`src/rtl/databus.sv`:
```
// Shared CP0 definitions: register numbers, exception codes, SR/Cause layouts
// and the fixed fetch addresses used by the core.
package databus;

  localparam logic [4:0] CP0_SR    = 5'd12;
  localparam logic [4:0] CP0_CAUSE = 5'd13;
  localparam logic [4:0] CP0_EPC   = 5'd14;
  localparam logic [4:0] CP0_PRID  = 5'd15;

  localparam logic [31:0] HANDLER_PC = 32'h0000_4180;
  localparam logic [31:0] RESET_PC   = 32'h0000_3000;

  typedef enum logic [4:0] {
    Int  = 5'd0,
    AdEL = 5'd4,
    AdES = 5'd5,
    RI   = 5'd10,
    Ov   = 5'd12
  } EXCCODE;

  typedef struct packed {
    logic [15:0] rsvd_hi;
    logic [5:0]  im;
    logic [7:0]  rsvd_lo;
    logic        exl;
    logic        ie;
  } sr_t;

  typedef struct packed {
    logic        bd;
    logic [14:0] rsvd_hi;
    logic [5:0]  ip;
    logic [2:0]  rsvd_mid;
    logic [4:0]  exccode;
    logic [1:0]  rsvd_lo;
  } cause_t;

endpackage

```
`src/rtl/cp0_req_gen.sv`:
```
// Exception/interrupt request decode from live inputs and current SR bits.
// Purely combinational; no state and no backpressure.
module cp0_req_gen
  import databus::*;
(
  input  logic [5:0] im_i,
  input  logic       ie_i,
  input  logic       exl_i,
  input  logic [5:0] hwint_i,
  input  logic [4:0] exccode_i,
  output logic       int_req_o,
  output logic       exc_req_o,
  output logic       req_o,
  output logic [4:0] rec_exccode_o
);

  assign int_req_o = (|(hwint_i & im_i)) & ie_i & ~exl_i;
  assign exc_req_o = (exccode_i != 5'd0) & ~exl_i;
  assign req_o     = int_req_o | exc_req_o;

  // An interrupt outranks a synchronous exception in the same cycle.
  assign rec_exccode_o = int_req_o ? Int : exccode_i;

endmodule

```
`src/rtl/cp0_exc_ctrl.sv`:
```
// CP0 exception controller: SR/Cause/EPC/PRId state, mtc0/mfc0/eret, flush request.
// Req/EPC_out/rdata are same-cycle combinational; state updates on the next edge.
module cp0_exc_ctrl
  import databus::*;
#(
  parameter logic [31:0] PRID_VAL   = 32'h2005_0704,
  parameter logic [31:0] HANDLER_PC = 32'h0000_4180
) (
  input  logic        clk,
  input  logic        reset,
  input  logic        we,
  input  logic [4:0]  addr,
  input  logic [31:0] wdata,
  output logic [31:0] rdata,
  input  logic [31:0] PC_in,
  input  logic        BD_in,
  input  logic [4:0]  ExcCode_in,
  input  logic [5:0]  HWInt,
  input  logic        eret,
  output logic        Req,
  output logic [31:0] EPC_out
);

  logic [5:0]  im_q, im_d;
  logic        exl_q, exl_d;
  logic        ie_q, ie_d;
  logic        bd_q, bd_d;
  logic [5:0]  ip_q, ip_d;
  logic [4:0]  exccode_q, exccode_d;
  logic [31:0] epc_q, epc_d;

  logic        int_req;
  logic        exc_req;
  logic        req_raw;
  logic [4:0]  rec_exccode;
  logic [31:0] trap_pc;
  logic        epc_wr;
  sr_t         sr_rd;
  cause_t      cause_rd;

  cp0_req_gen u_req_gen (
    .im_i          (im_q),
    .ie_i          (ie_q),
    .exl_i         (exl_q),
    .hwint_i       (HWInt),
    .exccode_i     (ExcCode_in),
    .int_req_o     (int_req),
    .exc_req_o     (exc_req),
    .req_o         (req_raw),
    .rec_exccode_o (rec_exccode)
  );

  assign Req     = req_raw & reset;
  assign trap_pc = (BD_in ? (PC_in - 32'd4) : PC_in) & 32'hFFFF_FFFC;
  assign epc_wr  = we && (addr == CP0_EPC);

  // Forward a same-cycle mtc0 EPC so a back-to-back eret sees the new target.
  always_comb begin
    EPC_out = epc_q;
    if (!reset) begin
      EPC_out = 32'd0;
    end else if (Req) begin
      EPC_out = HANDLER_PC;
    end else if (epc_wr) begin
      EPC_out = wdata & 32'hFFFF_FFFC;
    end
  end

  always_comb begin
    sr_rd     = '0;
    sr_rd.im  = im_q;
    sr_rd.exl = exl_q;
    sr_rd.ie  = ie_q;

    cause_rd         = '0;
    cause_rd.bd      = bd_q;
    cause_rd.ip      = ip_q;
    cause_rd.exccode = exccode_q;

    case (addr)
      CP0_SR:    rdata = sr_rd;
      CP0_CAUSE: rdata = cause_rd;
      CP0_EPC:   rdata = epc_q;
      CP0_PRID:  rdata = PRID_VAL;
      default:   rdata = 32'd0;
    endcase
  end

  always_comb begin
    im_d      = im_q;
    exl_d     = exl_q;
    ie_d      = ie_q;
    bd_d      = bd_q;
    exccode_d = exccode_q;
    epc_d     = epc_q;
    ip_d      = HWInt;

    if (Req) begin
      exl_d     = 1'b1;
      bd_d      = BD_in;
      exccode_d = rec_exccode;
      epc_d     = trap_pc;
    end else begin
      if (we && (addr == CP0_SR)) begin
        im_d  = wdata[15:10];
        exl_d = wdata[1];
        ie_d  = wdata[0];
      end
      if (epc_wr) begin
        epc_d = wdata & 32'hFFFF_FFFC;
      end
      // eret clears EXL even when an mtc0 SR in the same cycle tries to set it.
      if (eret) begin
        exl_d = 1'b0;
      end
    end
  end

  always_ff @(posedge clk or negedge reset) begin
    if (!reset) begin
      im_q      <= '0;
      exl_q     <= 1'b0;
      ie_q      <= 1'b0;
      bd_q      <= 1'b0;
      ip_q      <= '0;
      exccode_q <= '0;
      epc_q     <= '0;
    end else begin
      im_q      <= im_d;
      exl_q     <= exl_d;
      ie_q      <= ie_d;
      bd_q      <= bd_d;
      ip_q      <= ip_d;
      exccode_q <= exccode_d;
      epc_q     <= epc_d;
    end
  end

endmodule

```
`config.mk`:
```
export PLATFORM = sky130hd
export DESIGN_NAME = cp0_exc_ctrl
export DESIGN_NICKNAME = d
export VERILOG_FILES = /design/src/rtl/databus.sv /design/src/rtl/cp0_req_gen.sv /design/src/rtl/cp0_exc_ctrl.sv
export SDC_FILE = /design/constraint.sdc
export NUM_CORES = 1
export LEC_CHECK = 0
export BUFFER_PORTS_ARGS = -buffer_cell sky130_fd_sc_hd__clkbuf_2
export CAP_MARGIN = 15
export CELL_PAD_IN_SITES_DETAIL_PLACEMENT = 1
export CELL_PAD_IN_SITES_GLOBAL_PLACEMENT = 2
export CORE_MARGIN = 2
export CORE_UTILIZATION = 30
export CTS_BUF_LIST = sky130_fd_sc_hd__clkbuf_8
export DETAILED_ROUTE_END_ITERATION = 8
export PLACE_DENSITY_LB_ADDON = 0.25
export SYNTH_ARGS = -nofsm -noshare
export SYNTH_HDL_FRONTEND = slang
export SYNTH_HIERARCHICAL = 1
export SYNTH_SLANG_ARGS = --single-unit
```
`constraint.sdc`:
```
create_clock -name clk -period 3.9 [get_ports clk]
set_clock_uncertainty 0.2 [all_clocks]
set_input_delay 0.195 -clock clk [delete_from_list [all_inputs] [get_ports clk]]
set_output_delay 0.195 -clock clk [all_outputs]
set_load 0.005 [all_outputs]
```
==> results.ini <==
[run_status]
status = finished clean

[clocking]
cts-root-buf = clkbuf_8
h-tree-depth = 2
numCtsBuffers = 5
path_clk_slew_ps = 110
cts_sinks = 52
ctsLongestPathBuffers = 2
clk_latency_ps = 320
cts_resized = 0
tritoncts = yes
post_cts_buffers = 0
hold_buffers = 22

[worst_setup_path]
worstPathMaxFanout = 19
reg2reg_from = im_q[5]
r2r_end = exl_q
critPathArrivalTime_ps = 2910
crit_start = HWInt[5]
critPathCapture = EPC_out[1]
critical_path_class = input port to primary output
critPathLaunchType = input port
cp-end-kind = primary output
r2r_cells = 7
regToRegSetupSlack_ps = 890
worstPathRequired_ps = 3500

[placement]
io_buffers = 147
placed_cell_area_sq_mm = 0.00453
place_ws_ps = 972
place_inst = 707
gp_congestion = 0.795
hpwlAfterDp_mm = 10.1

[cells_and_area]
layout.cells.non_filler = 737
diodes = 0
drive_gt1_share_pct = 30.8
finish.utilization_pct = 40.5
area_delta_synth_final_pct = 32.8
final_nets = 675
stdcell_area_sq_mm = 0.00484
fill_cells = 1465

[die]
die-area_sq_mm = 0.0131
ios = 150
fp.dieH_microns = 114
num_rows = 40
die_w_microns = 114
placeableCoreArea_sq_mm = 0.0120
start_util_pct = 30.5

[detailed_routing]
via_count = 3805
wire_per_inst_microns = 17.8
via_per_inst = 5.16
ant_nets = 0
dr.pass1.iters = 4
first_iter_violations = 156
drc_errors = 0
routed_wl_mm = 13.2

[sta]
tightestPinTransition_ps = 1000
rsz0062_at_grt = false
finalSetupViolCount = 0
hold_viol_final = 0
slew_headroom_pct = 32.8
timing.fmax_ghz = 0.303
setup_tns_ps = 0
post-route-worst-setup-slack_ps = 596
drv_slew = 0
holdWs_ps = 4.30
timing.final.crit_share_pct = 84.7
period_needed_ps = 3300

[logic_synthesis]
synthArstFlopShare_pct = 100
synth_edf_count = 0
yosys-top-cells-count = nor2_1, dfrtp_1, mux2i_1
ys_types = 49
netlist_area_sq_mm = 0.00365
ys_seq_elements = 52
yosysSeqAreaShare_pct = 35.7
synth.largest_area_cell = dfrtp_1
synthesis.nets = 515
netlist.area_leader.share_pct = 35.7
synth.top_cells.by_area = dfrtp_1, mux2i_1, nor2_1
yosysMostFrequentCell = nor2_1
postSynthAreaPerCell_sq_um = 8.50
synth_cells = 429
synth_top_flop_cell = dfrtp_1
synth_warnings = 6

[power_and_ir_drop]
p_switching_mw = 0.556
p_per_area_mw_per_mm2 = 322
internal-power_mw = 1.00
leakage_nw = 2.41
seq_power_share_pct = 46.0
finalPower_mw = 1.56
vdd_drop_max_mv = 0.135
power_frac_comb_pct = 32.4
clockPowerShare_pct = 21.7
swShare_pct = 35.7

[global_routing]
grt_pass1_wl_mm = 21.0
grt_max_degree = 44
grt_pass1_vias = 3963
grt.total_usage_pct = 20.4
antenna_found_initial = 0
globalRouteOverflowTotal = 0

[hold_path]
hold_path.class = input port to register
hold_path.startpoint = ExcCode_in[0]

[job]
drv_cap = 0

==> power groups by stage <==
stage	registers, mW	clock network [mW]	logic (mW)
floorplan	0.703	0	0.291
global placement	0.724	0	0.480
detailed placement	0.729	0	0.490
CTS	0.718	0.355	0.512
global route	0.733	0.371	0.569
finish	0.716	0.337	0.505
==> layout by cell type, fill, tap and decap left out, drive strengths merged, types with 2 or more instances in the layout <==
cell type	Yosys	final
nor3	14	14
nor4b	3	3
a211oi	8	8
a221oi	10	10
dlygate4sd3	0	22
inv	9	10
buf	8	8
nor2b	9	9
or3	10	10
nand3b	2	2
dfrtp	52	52
and2	13	13
clkbuf	16	152
nand4b	2	2
and4	2	2
a31oi	3	3
mux2i	43	43
o21ai	4	4
xnor2	4	4
a21oi	17	17
mux2	7	7
a311oi	4	4
o31a	2	2
nand4	4	4
nor4	15	15
nor2	80	80
a22oi	8	8
a21boi	3	3
nand2	38	38
or4	4	4
or2	2	2
xor2	9	9
and3	11	11
nand3	7	7
==> sequential cells by signal, summed over array words and instances, names as in the netlist <==
name,flops
epc_q,32
im_q,6
ip_q,6
exccode_q,5
bd_q,1
exl_q,1
ie_q,1
==> worst max-delay path: stages <==
cell and delay, ps:
dlygate4sd3_1 540, clkbuf_2 110, a22oi_1 350, a311oi_4 210, or2_1 400, inv_1 160, nand2_1 280, buf_4 340
nor2_1 170, clkbuf_2 140
==> layout make-up <==
class | count | area, sq um | share of cell area (%)
Multi-Input combinational cell | 344 | 2220 | 45.8
Sequential cell | 52 | 1300 | 26.9
Tap cell | 147 | 184 | 3.80
Timing Repair Buffer | 177 | 1020 | 21.0
Clock buffer | 5 | 68.8 | 1.42
Clock inverter | 3 | 21.3 | 0.439
Inverter | 9 | 33.8 | 0.697
==> cell families after synthesis <==
family | count (synthesis) | share of synthesized area, %
buffers and inverters | 33 | 3.60
AOI/OAI and AO/OA | 61 | 12.5
and+or+nand+nor | 219 | 30.8
adders and majority gates | 1 | 0.343
muxes | 50 | 14.0
DFF | 52 | 35.7
xor gates and xnor gates | 13 | 3.12
==> worst min-delay path by stage <==
stage | to | cells after the start | slack (ps)
after CTS | epc_q[7] | 3 | 4
after global placement | epc_q[28] | 1 | -8
after global routing | epc_q[7] | 3 | 8
after floorplan | bd_q | 0 | -300
final | exccode_q[0] | 4 | 4
after detailed placement | epc_q[28] | 1 | -10
==> layer usage <==
metal	vias to the layer above	routed length (microns)	GRT usage [%]
li1	1862	-	-
met1	1831	6340	28.9
met4	0	173	4.63
met5	-	0	0
met3	12	573	2.01
met2	100	6070	33.6
No activity file was read; power rests on OpenSTA's default activity.
